===== src/rtl/fetch_sequencer_if.sv =====
// Handshake bundle between hazard/decode logic and the fetch sequencer.
// The requester side (decode, hazard unit, memory, mul/div) uses the master
// modport; the sequencer itself uses the slave modport.
interface fetch_sequencer_if #(
  parameter int PERF_W = 16
);
  logic              ld_use_hazard;
  logic              ctrl_xfer;
  logic              mem_busy;
  logic              muldiv_start;
  logic              halt_req;
  logic              resume;
  logic              pc_enable;
  logic              is_nop;
  logic              flush_ifid;
  logic              stall_ifid;
  logic              halted;
  logic [PERF_W-1:0] stall_count;
  logic [PERF_W-1:0] flush_count;

  modport master (
    output ld_use_hazard, ctrl_xfer, mem_busy, muldiv_start, halt_req, resume,
    input  pc_enable, is_nop, flush_ifid, stall_ifid, halted,
           stall_count, flush_count
  );

  modport slave (
    input  ld_use_hazard, ctrl_xfer, mem_busy, muldiv_start, halt_req, resume,
    output pc_enable, is_nop, flush_ifid, stall_ifid, halted,
           stall_count, flush_count
  );
endinterface


===== src/rtl/fetch_sequencer.sv =====
// Central stall/flush sequencer for the fetch stage. Turns hazard, memory
// wait, multiply/divide and halt requests into the PC enable, the IF/ID
// flush/stall strobes and a registered bubble marker, and keeps saturating
// stall/flush performance counters.
module fetch_sequencer #(
  parameter int MULDIV_LAT = 32,
  parameter int CNT_W      = 6,
  parameter int PERF_W     = 16
) (
  input  logic             clk,
  input  logic             rst_n,
  fetch_sequencer_if.slave bus
);

  typedef enum logic [2:0] {
    HOLD,
    RUN,
    LSTALL,
    MEMW,
    MULDIV,
    HALT
  } state_t;

  // The issue cycle already counts as one stall cycle, so the down-counter
  // starts one below the total latency.
  localparam logic [CNT_W-1:0] MD_INIT = CNT_W'(MULDIV_LAT - 1);

  state_t            state;
  logic [CNT_W-1:0]  md_cnt;
  logic              is_nop_q;
  logic [PERF_W-1:0] stall_cnt;
  logic [PERF_W-1:0] flush_cnt;

  logic pc_enable_c;
  logic flush_c;
  logic stall_c;

  // Combinational strobes from the current state and this cycle's requests.
  always_comb begin
    pc_enable_c = 1'b0;
    flush_c     = 1'b0;
    stall_c     = 1'b0;
    case (state)
      HOLD: begin
        pc_enable_c = 1'b0;
      end
      RUN: begin
        if (bus.halt_req | bus.mem_busy | bus.muldiv_start | bus.ld_use_hazard) begin
          stall_c = 1'b1;
        end else begin
          pc_enable_c = 1'b1;
          flush_c     = bus.ctrl_xfer;
        end
      end
      LSTALL: begin
        pc_enable_c = 1'b0;
      end
      MEMW: begin
        pc_enable_c = ~bus.mem_busy;
        stall_c     = bus.mem_busy;
      end
      MULDIV: begin
        if (md_cnt == '0) begin
          pc_enable_c = 1'b1;
        end else begin
          stall_c = 1'b1;
        end
      end
      HALT: begin
        stall_c = 1'b1;
      end
      default: begin
        pc_enable_c = 1'b0;
      end
    endcase
    if (!rst_n) begin
      pc_enable_c = 1'b0;
      flush_c     = 1'b0;
      stall_c     = 1'b0;
    end
  end

  // State machine, latency counter, bubble marker and perf counters.
  always_ff @(posedge clk) begin
    if (!rst_n) begin
      state     <= HOLD;
      md_cnt    <= '0;
      is_nop_q  <= 1'b1;
      stall_cnt <= '0;
      flush_cnt <= '0;
    end else begin
      is_nop_q <= flush_c | (state == LSTALL) | (state == HOLD);
      if ((state != HOLD) && !pc_enable_c && (stall_cnt != '1)) begin
        stall_cnt <= stall_cnt + PERF_W'(1);
      end
      if (flush_c && (flush_cnt != '1)) begin
        flush_cnt <= flush_cnt + PERF_W'(1);
      end
      case (state)
        HOLD: begin
          state <= RUN;
        end
        RUN: begin
          if (bus.halt_req) begin
            state <= HALT;
          end else if (bus.mem_busy) begin
            state <= MEMW;
          end else if (bus.muldiv_start) begin
            md_cnt <= MD_INIT;
            state  <= MULDIV;
          end else if (bus.ld_use_hazard) begin
            state <= LSTALL;
          end
        end
        LSTALL: begin
          state <= RUN;
        end
        MEMW: begin
          if (!bus.mem_busy) begin
            state <= RUN;
          end
        end
        MULDIV: begin
          if (md_cnt == '0) begin
            state <= RUN;
          end else begin
            md_cnt <= md_cnt - CNT_W'(1);
          end
        end
        HALT: begin
          if (bus.resume) begin
            state <= RUN;
          end
        end
        default: begin
          state <= HOLD;
        end
      endcase
    end
  end

  assign bus.pc_enable   = pc_enable_c;
  assign bus.flush_ifid  = flush_c;
  assign bus.stall_ifid  = stall_c;
  assign bus.is_nop      = is_nop_q;
  assign bus.halted      = (state == HALT);
  assign bus.stall_count = stall_cnt;
  assign bus.flush_count = flush_cnt;

endmodule


===== src/flat_wrapper.sv =====
// flat-port wrapper written by rule: the top's interface ports become plain ports
module fetch_sequencer_flat 
#(
  parameter int MULDIV_LAT = 32,
  parameter int CNT_W      = 6,
  parameter int PERF_W     = 16
)
  (clk, rst_n, bus_ld_use_hazard, bus_ctrl_xfer, bus_mem_busy, bus_muldiv_start, bus_halt_req, bus_resume, bus_pc_enable, bus_is_nop, bus_flush_ifid, bus_stall_ifid, bus_halted, bus_stall_count, bus_flush_count);
  fetch_sequencer_if #(.PERF_W(PERF_W)) bus_i ();
  input  logic clk;
  input  logic rst_n;
  input wire logic [$bits(bus_i.ld_use_hazard)-1:0] bus_ld_use_hazard;
  input wire logic [$bits(bus_i.ctrl_xfer)-1:0] bus_ctrl_xfer;
  input wire logic [$bits(bus_i.mem_busy)-1:0] bus_mem_busy;
  input wire logic [$bits(bus_i.muldiv_start)-1:0] bus_muldiv_start;
  input wire logic [$bits(bus_i.halt_req)-1:0] bus_halt_req;
  input wire logic [$bits(bus_i.resume)-1:0] bus_resume;
  output wire logic [$bits(bus_i.pc_enable)-1:0] bus_pc_enable;
  output wire logic [$bits(bus_i.is_nop)-1:0] bus_is_nop;
  output wire logic [$bits(bus_i.flush_ifid)-1:0] bus_flush_ifid;
  output wire logic [$bits(bus_i.stall_ifid)-1:0] bus_stall_ifid;
  output wire logic [$bits(bus_i.halted)-1:0] bus_halted;
  output wire logic [$bits(bus_i.stall_count)-1:0] bus_stall_count;
  output wire logic [$bits(bus_i.flush_count)-1:0] bus_flush_count;
  assign bus_i.ld_use_hazard = bus_ld_use_hazard;
  assign bus_i.ctrl_xfer = bus_ctrl_xfer;
  assign bus_i.mem_busy = bus_mem_busy;
  assign bus_i.muldiv_start = bus_muldiv_start;
  assign bus_i.halt_req = bus_halt_req;
  assign bus_i.resume = bus_resume;
  assign bus_pc_enable = bus_i.pc_enable;
  assign bus_is_nop = bus_i.is_nop;
  assign bus_flush_ifid = bus_i.flush_ifid;
  assign bus_stall_ifid = bus_i.stall_ifid;
  assign bus_halted = bus_i.halted;
  assign bus_stall_count = bus_i.stall_count;
  assign bus_flush_count = bus_i.flush_count;
  fetch_sequencer #(.MULDIV_LAT(MULDIV_LAT), .CNT_W(CNT_W), .PERF_W(PERF_W)) u_core (.clk(clk), .rst_n(rst_n), .bus(bus_i));
endmodule

===== config.mk =====
export PLATFORM = sky130hd
export DESIGN_NAME = fetch_sequencer_flat
export DESIGN_NICKNAME = d
export VERILOG_FILES = /design/src/rtl/fetch_sequencer_if.sv /design/src/rtl/fetch_sequencer.sv /design/src/flat_wrapper.sv
export SDC_FILE = /design/constraint.sdc
export NUM_CORES = 1
export LEC_CHECK = 0
export ABC_AREA = 1
export BUFFER_PORTS_ARGS = -buffer_cell sky130_fd_sc_hd__buf_2
export CORE_MARGIN = 2
export CORE_UTILIZATION = 45
export DETAILED_ROUTE_END_ITERATION = 8
export HOLD_SLACK_MARGIN = 0.08
export PLACE_DENSITY_LB_ADDON = 0.08
export SYNTH_ARGS = -nofsm -noshare
export SYNTH_HDL_FRONTEND = slang
export SYNTH_SLANG_ARGS = --single-unit

===== constraint.sdc =====
create_clock -name clk -period 2 [get_ports clk]
set_input_delay 0 -clock clk [delete_from_list [all_inputs] [get_ports clk]]
set_output_delay 0 -clock clk [all_outputs]
set_load 0.03 [all_outputs]

==> summary by stage <==
Critical path
STA puts the critical path data required time at 2240 ps. Grouping stages by cell kind, the critical path spends the most delay in buffers and inverters. The critical path goes through dlygate4sd3_1 > buf_2 > a21oi_2 > dlygate4sd3_1 > nand4_1 > a21oi_2 > dlygate4sd3_1.

The type of the setup path with the least slack is input pin to flip-flop. The startpoint type of the worst setup path is an input pin. The buffer and inverter count on the worst path is 4. For the worst setup path, the data arrival time is 2180 ps. The worst setup path is captured at a flip-flop.

Among the stages of the critical path, the cell type that occurs most often is dlygate4sd3_1. The biggest fanout along the worst timing path is 2. The worst stage delay on the critical path is 580 ps. For this design, the slowest cell found on the critical path is dlygate4sd3_1.

Final layout
For this run, the number of standard cells in the final layout without fillers is 512. In the final layout, the share of cells above drive strength 1 is 0.211. The flip-flop and latch area is 842 um^2.

The finished cells cover 3050 um^2. Summing all multi-input logic gate instances after layout gives 1460 um^2. In the final design database the tool counted 452 nets. From synthesis to final layout, the design area changed by 21.0%. The final-layout fill cell count is 598. The repair_antennas step left the layout with diodes totalling 0. Measured on the finished design, the core utilization comes to 0.558.

Yosys
The number of warnings reported in the yosys synthesis log is 0. The cell area after synthesis is 2520 um^2. Ranked by total cell area, the synthesized netlist is headed by dfxtp_1 (33%), nand2_1 (14%), nor2_1 (7.0%). The share of the Yosys chip area taken by registers is 0.333. The cell count after synthesis came out at 379. Yosys mapped a number of flops with a built-in enable equal to 0. Of the post-synthesis cell area, the dominant cell type holds 0.333. The distinct cell type count of the synthesized netlist is 33. The largest total area in the synthesized netlist belongs to dfxtp_1.

The dominant register cell in the synthesized netlist is dfxtp_1. Synthesis inferred 42 register bits. Counting flops with an async set or reset pin after synthesis yields a share of 0. The number of nets produced by synthesis is 391.

Dividing the synthesized area by the synthesized cell count gives 6.66 um^2.

GRT
The global route total overflow is 0. The overall routing resource usage is 0.208. The via count of the first global-routing pass was 2313. The number of antenna violations at the first check in global routing was 0. The layer flagged by global routing as most heavily used is met2. The first global-routing pass estimated 10.5 mm of wire. The met1 usage in global routing is 0.267.

For met3 alone, demand over resource in global routing was 0.0375. The largest net degree at the start of global routing is 29. For met2 alone, demand over resource in global routing was 0.353.

Run
The tool flagged a number of max-cap violations equal to 0.

Pwr
In this run the static leakage power is 1.29 nW. Across the VDD grid, the largest voltage drop is 0.414 mV. The design draws 1.85 mW.

In this run the power density over the cells is 605 nW/um^2.

Min path
The path class of the tightest hold or removal check is input pin to flip-flop.

CTS
In this run the number of H-tree levels came out at 2. TritonCTS built the clock tree. The clock transition at the registers of the reported paths is 80 ps. The clock network latency to the later pin of the worst-skew pair is 300 ps. The CTS buffer count is 5. The tree built by TritonCTS fans out to 42 sinks. The cell at the root of the clock tree is clkbuf_8.

The clock passes through at most 2 buffers.

Placed design
The placement-stage worst setup slack is 175 ps. Counting tap cells, the placed design contains a total of 495 instances. The final weighted congestion of routability-driven global placement is 0.905. The instance area after placement is 2840 um^2. After legalization and detailed placement, the total HPWL measured 4.38 mm. The number of port buffers is 44.

STA
The actual slew at the worst max-slew pin is 413 ps. In the finished design, the share of the clock period the worst path needs comes to 0.972. After layout, the worst setup slack is 55.2 ps. The worst clock skew is 6.13 ps. The number of failing setup endpoints in the final timing report is 0. The worst hold margin is 87.3 ps.

Setup repair after global routing could not meet its margin everywhere. Based on the critical path, the design can be clocked at up to 514 MHz. Setup total negative slack on the finished layout was measured at 0 ps.

Headroom to the max-slew limit came out at 0.722. The number of slew-limit violations in the final report is 0. The count of final hold-check violations is 0. The smallest clock period supported by the final layout is computed as 1940 ps.

Routing
After the first detailed-routing iteration, the DRC count stood at 106. The count of vias placed by the detailed router is 2621. The average wire length per cell after detail routing is 12.3 um.

The count of nets left with antenna violations once routing finished came out at 0. The first detailed-routing pass took 4 iterations. In the routed layout, each cell is associated on average with a via count of 5.12. The final wirelength is 6.29 mm. For this run, design rule violations remaining after detail routing come to 0.

Die
In this run the vertical extent of the chip is 78.9 um. In this run the count of I/O pins placed on the die edge is 45. The core outline area is 5470 um^2. Row generation in the floorplan step produced 27 rows. The initial utilization of the core area, before any placement, comes to 0.461. The floorplan step set the die width to 78.9 um.

The die covers 6220 um^2.

Status
The flow ran to the end, and the final reports show no timing, DRC or antenna violations.
==> final cells by class <==
type                    count  area share
repair buffers             65       0.127
clock buffers               6      0.0270
well taps                  72      0.0295
multi-input cells         284       0.478
flip-flops and latches     42       0.276
clock inverters             1     0.00984
inverters                  42      0.0525
==> power breakdown <==
part / switching (mW) / total [mW] / internal (mW)
logic: 0.173 / 0.262 / 0.0895
registers: 0.0262 / 0.887 / 0.861
clock network: 0.298 / 0.697 / 0.400
total: 0.496 / 1.85 / 1.35
==> worst paths after layout <==
path	from	endpoint	slack, ps	cells past startpoint
worst min-delay path	rst_n	u_core.bus.is_nop	90	2
worst max-delay path	bus_halt_req	u_core.state[1]	60	7
worst max register to register	u_core.md_cnt[0]	u_core.state[1]	90	9
worst min register to register	u_core.md_cnt[4]	u_core.md_cnt[4]	490	2
==> flip-flops by register name, summed over array words and instances, names as in the netlist <==
register	count
u_core.state	3
u_core.bus.stall_count	16
u_core.bus.flush_count	16
u_core.md_cnt	6
u_core.bus.is_nop	1
==> repair_timing <==
item,in CTS,in global routing
setup endpoints to repair,0,2
resized for setup,0,7
endpoints found under the hold margin,3,0
hold buffers,4,0
setup buffers,0,6
==> synth_stat cells (5+ instances only) <==
cell type  instances
nand2_1           95
nand4_1           23
xor2_1            14
nor3_1            13
a21oi_1           28
a21oi_2            5
nor2_1            47
nand3_1           20
xnor2_1            5
dfxtp_1           42
inv_1             39
o21ai_0           10
==> cells in the final DEF (no fill, tap or decap), drive strengths merged <==
master and n:
a21oi 33, a31oi 2, and3 1, buf 61, bufinv 1, clkbuf 6, dfxtp 42, dlygate4sd3 4
ha 4, inv 42, nand2 99, nand3 22, nand3b 1, nand4 23, nor2 50, nor3 13
nor3b 2, nor4 1, o211ai 1, o21ai 11, o31ai 1, or2 1, xnor2 5, xor2 14
==> logic make-up (layout without fill, tap and decap cells) <==
logic type	Yosys count	after routing	synth area share
DFF	42	42	0.333
xor gates and xnor gates	19	19	0.0659
and+or+nand+nor	213	213	0.381
buffers and inverters	53	114	0.0942
adders and majority gates	4	4	0.0198
AOI/OAI and AO/OA	48	48	0.106
==> layer usage <==
metal	vias up	share of wire	wire (um)
li1	1364	-	-
met1	1199	0.47	2970
met2	53	0.48	3010
met3	5	0.039	248
met4	0	0.0091	57
met5	-	0	0
No activity file was read; power rests on OpenSTA's default activity.
